===== config.mk =====
export PLATFORM = sky130hd
export DESIGN_NAME = ofifo_drain
export DESIGN_NICKNAME = d
export VERILOG_FILES = /design/src/rtl/ofifo_drain.sv
export SDC_FILE = /design/constraint.sdc
export NUM_CORES = 1
export LEC_CHECK = 0
export CAP_MARGIN = 20
export CORE_ASPECT_RATIO = 0.9
export CORE_MARGIN = 4
export CORE_UTILIZATION = 44
export DETAILED_ROUTE_END_ITERATION = 6
export MAX_ROUTING_LAYER = met4
export PLACE_DENSITY_LB_ADDON = 0.15
export SLEW_MARGIN = 20
export SYNTH_ARGS = -nofsm -noshare
export SYNTH_HDL_FRONTEND = slang
export SYNTH_SLANG_ARGS = --single-unit

===== constraint.sdc =====
create_clock -name clk -period 2.43 [get_ports clk]
set_input_delay 0.486 -clock clk [delete_from_list [all_inputs] [get_ports clk]]
set_output_delay 0.486 -clock clk [all_outputs]
set_load 0.01 [all_outputs]

===== src/rtl/ofifo_drain.sv =====
// Drains num_vec psum vectors from the OFIFO into consecutive psum-SRAM addresses; pop->write latency 1 cycle.
// Backpressure: hold=1 or ofifo_valid=0 stalls popping only, a write already launched by the previous pop still fires.
module ofifo_drain #(
   parameter int col     = 8,
   parameter int psum_bw = 16,
   parameter int addr_bw = 11,
   parameter int cnt_bw  = 11
) (
   input  logic                   clk,
   input  logic                   reset,
   input  logic                   start,
   input  logic [cnt_bw-1:0]      num_vec,
   input  logic [addr_bw-1:0]     base_addr,
   input  logic                   hold,
   input  logic                   ofifo_valid,
   input  logic [col*psum_bw-1:0] ofifo_data,
   output logic                   ofifo_rd,
   output logic                   psum_wen,
   output logic [addr_bw-1:0]     psum_addr,
   output logic [col*psum_bw-1:0] psum_wdata,
   output logic                   busy,
   output logic                   done,
   output logic [cnt_bw-1:0]      vec_cnt
);

   typedef enum logic [1:0] {IDLE, DRAIN, FLUSH, DONE} state_t;

   state_t               state;
   logic [cnt_bw-1:0]    remaining;
   logic [addr_bw-1:0]   wr_ptr;
   logic                 pop;

   // Pop decision is combinational so a vector can leave the FIFO every cycle.
   assign pop      = (state == DRAIN) && ofifo_valid && !hold && (remaining != '0);
   assign ofifo_rd = pop;

   always_ff @(posedge clk or negedge reset) begin
      if (!reset) begin
         state      <= IDLE;
         remaining  <= '0;
         wr_ptr     <= '0;
         psum_wen   <= 1'b0;
         psum_addr  <= '0;
         psum_wdata <= '0;
         busy       <= 1'b0;
         done       <= 1'b0;
         vec_cnt    <= '0;
      end else begin
         psum_wen <= 1'b0;
         done     <= 1'b0;
         case (state)
            IDLE: begin
               if (start) begin
                  remaining <= num_vec;
                  wr_ptr    <= base_addr;
                  vec_cnt   <= '0;
                  busy      <= 1'b1;
                  state     <= (num_vec == '0) ? DONE : DRAIN;
               end
            end
            DRAIN: begin
               if (pop) begin
                  psum_wdata <= ofifo_data;
                  psum_addr  <= wr_ptr;
                  psum_wen   <= 1'b1;
                  wr_ptr     <= wr_ptr + addr_bw'(1);
                  remaining  <= remaining - cnt_bw'(1);
                  vec_cnt    <= vec_cnt + cnt_bw'(1);
                  if (remaining == cnt_bw'(1))
                     state <= FLUSH;
               end
            end
            FLUSH: begin
               state <= DONE;
            end
            DONE: begin
               done  <= 1'b1;
               busy  <= 1'b0;
               state <= IDLE;
            end
            default: state <= IDLE;
         endcase
      end
   end

endmodule


==> key figures <==
Status
  – Status: finished clean

Clock tree
  – CTS Buf Count: 17
  – Clk slew on worst S/H paths: 0.07 ns
  – Maximum clock path buffer count: 2
  – CTS tree: done
  – Clk_lat worst skew: 0.42 ns
  – Root Buffer: clkbuf_16
  – Num Clock Sinks: 177
  – CTS H-Tree Depth: 4

Final layout
  – Layout cells sized above 1: 24.2%
  – Cell area after layout: 12100 µm²
  – Fill cells: 1243
  – Commonest non-fill, non-tap cell in the layout: clkdlybuf4s50_1
  – Non-Filler Instances: 1155
  – Most frequent cells in the layout: clkdlybuf4s50_1 (306), dfrtp_1 (177), mux2_4 (90), mux2_2 (49), buf_4 (29)
  – Final #Nets: between 1000 and 1500
  – Area Overhead vs Synth: 50.5%

Floorplanning
  – Core area: 17800 µm²
  – Die Span Y: 136 µm
  – Initial core utilization: between 40% and 50%
  – Die ar.: 20500 µm²
  – Site Rows: 46
  – Die W: 150 µm
  – I/O pins: 309

Logic synthesis
  – Seq/Total Area, Yosys: 55.2%
  – Post-synth ARST share: 100%
  – Synthesized flop and latch total: around 180
  – Yosys warnings: 0
  – EDFF count, synth: 0
  – Synth unique cells: 66
  – Mapped Area: about 8000 µm²
  – Most used DFF post-synth: dfrtp_1
  – Syn_area_per_cell: 14.0 µm²
  – Syn_nets: approximately 740
  – Gate Count Post-Synth: 573

Global route
  – First-pass GRT wire length: 35.9 mm
  – Vias in the first global route: ~6200
  – Total gr overflow: 0
  – Pin count of the biggest net entering global routing: 79
  – Antenna violations before repair: 2
  – Global-route usage over all layers: 23.5%

Pwr
  – Leakage power: 5.12 nW
  – Switching power of the nets: 5.20 mW
  – Internal Power: 10.2 mW
  – Comb pwr share: between 40% and 50%
  – PwrDens: 1280 nW/µm²
  – Peak VDD IR: 0.552 mV
  – Clk pwr share: 16.5%
  – Reg power frac: 34.9%
  – Sw frac: between 30% and 40%

Route
  – Drt via density: 5.32
  – DRC Markers: 0
  – Avg WL per Cell: 20.8 µm
  – Routed Antenna Nets: 0
  – Initial DRC Count: 260
  – Pre-antenna DRT Iters: 5
  – Via count: 6141
  – Final wirelength: 24.0 mm

STA
  – Final Setup Violations: 0
  – Hold Violations, Final: 0
  – Fin. max-slew vios: 0
  – Min Tclk post-route: 2.35 ns
  – Unrepaired setup endpoints after global routing: no
  – Period utilization: 96.6%
  – FMAX: 426 MHz
  – Worst Clk Skew: 0.0128 ns
  – Total negative slack: 0 ns
  – Slew headroom: 49.9%
  – Tightest Pin Transition: 0.751 ns

Worst setup path
  – CP Capture Type: output pin
  – Worst EP required: 1.94 ns
  – Crit-path slowest cell: dfrtp_1
  – Startpoint types: register
  – Crit path kind: reg2out
  – Worst R2R Start: remaining[7]
  – Slowest stage delay, CP: 0.41 ns
  – CP arrival: 1.86 ns
  – Crit path from: remaining[1]
  – Worst-path fanout max: 5
  – CP Cell Sequence: inv_2, ha_4, nor3b_4, nand3_2, and2_4, dlygate4sd2_1

Place
  – Placed cell areas: 11500 µm²
  – GPL Wtd Cong: between 0.9 and 1
  – Port bufs: a little over 300
  – Dpl hpwl: 18.1 mm
  – Cells after DPL: around 1100

Worst hold path
  – Worst min-delay path class: in2async

Run
  – Max-cap viol count: 0
-- worst max-delay path: cells and delay by family (launching register included) --
family | cells | cell delay [ns]
adders and majority gates | 1 | 0.15
buffers and inverters | 2 | 0.38
DFF | 1 | 0.41
and+or+nand+nor | 3 | 0.49
-- cell usage after synthesis, types with 8 or more instances --
master,instances,area (µm²)
a21oi_1,13,65.1
nand3_1,17,85.1
mux2_2,49,552
nand2_1,16,60.1
buf_6,11,124
ha_1,8,100
dfrtp_1,177,4430
nor3_1,13,65.1
o21ai_0,20,100
nor2_1,18,67.6
mux2_4,90,1350
clkbuf_1,11,41.3
inv_1,11,41.3
buf_2,10,50.1
-- layer usage --
metal	track usage (%)	vias to the layer above	wire length, µm
met1	28.7	3072	9670
li1	-	2772	-
met2	37.6	265	11700
met3	7.70	32	2130
met5	-	-	0
met4	6.55	0	512
-- power by group through the flow --
stage / Sequential [mW] / Clock, mW / Combinational (mW)
after floorplan: 5.83 / 0 / 3.11
after detailed placement: 5.43 / 0 / 7.48
after global placement: 5.33 / 0 / 7.36
after CTS: 5.38 / 2.61 / 7.56
after global routing: 5.58 / 2.74 / 7.95
final: 5.38 / 2.54 / 7.51
-- cells by family after synthesis --
| logic type | count (synthesis) | share of synthesized area (%) |
|---|---|---|
| DFF | 177 | 55.2 |
| and+or+nand+nor | 114 | 8.39 |
| adders and majority gates | 8 | 1.25 |
| muxes | 145 | 24.5 |
| buffers and inverters | 45 | 3.34 |
| AOI/OAI and AO/OA | 84 | 7.35 |
-- layout make-up --
cell class	instances	area (µm²)	area share, %
tap	240	300	2.49
clock buffer	18	439	3.64
timing repair buffer	343	3420	28.3
clock inverter	13	98.8	0.819
inverter	11	41.3	0.342
sequential	177	4430	36.7
antenna	2	5.00	0.0414
multi-input combinational	351	3340	27.7
-- metrics by stage --
step / power (mW) / util, % / hold WS [ns] / worst slack (ns)
after CTS: 15.6 / 67.8 / 0.128 / 0.0170
after detailed placement: 12.9 / 64.7 / 0.491 / 0.0210
after global routing: 16.3 / 67.9 / 0.131 / 0.0121
after global placement: 12.7 / 64.7 / 0.488 / 0.0323
final: 15.4 / 67.9 / 0.0871 / 0.0816
after floorplan: 8.94 / - / 0.190 / 0.287
-- sequential cells by signal (all words and copies together) (netlist names) --
signal / count
psum_wdata: 128
psum_addr: 11
remaining: 11
vec_cnt: 11
wr_ptr: 11
state: 2
busy: 1
done: 1
psum_wen: 1
-- path summary, 6_finish.rpt --
path                       cells after the start  slack [ns]              to
setup / recovery                               6        0.08        ofifo_rd
hold / removal                                 1        0.09    remaining[7]
setup reg to reg                               4        0.25    remaining[9]
hold reg to reg                                1        0.51  psum_wdata[83]
max in group asynchronous                      2        1.58  psum_wdata[80]
min in group clk                               1        0.51  psum_wdata[83]
-- repair_timing --
action	CTS	global route
gates resized for setup	3	2
endpoints found under the setup margin	1	1
hold buffers	0	0
buffers inserted	0	1
Note: power is estimated with default switching activity, not from simulation.
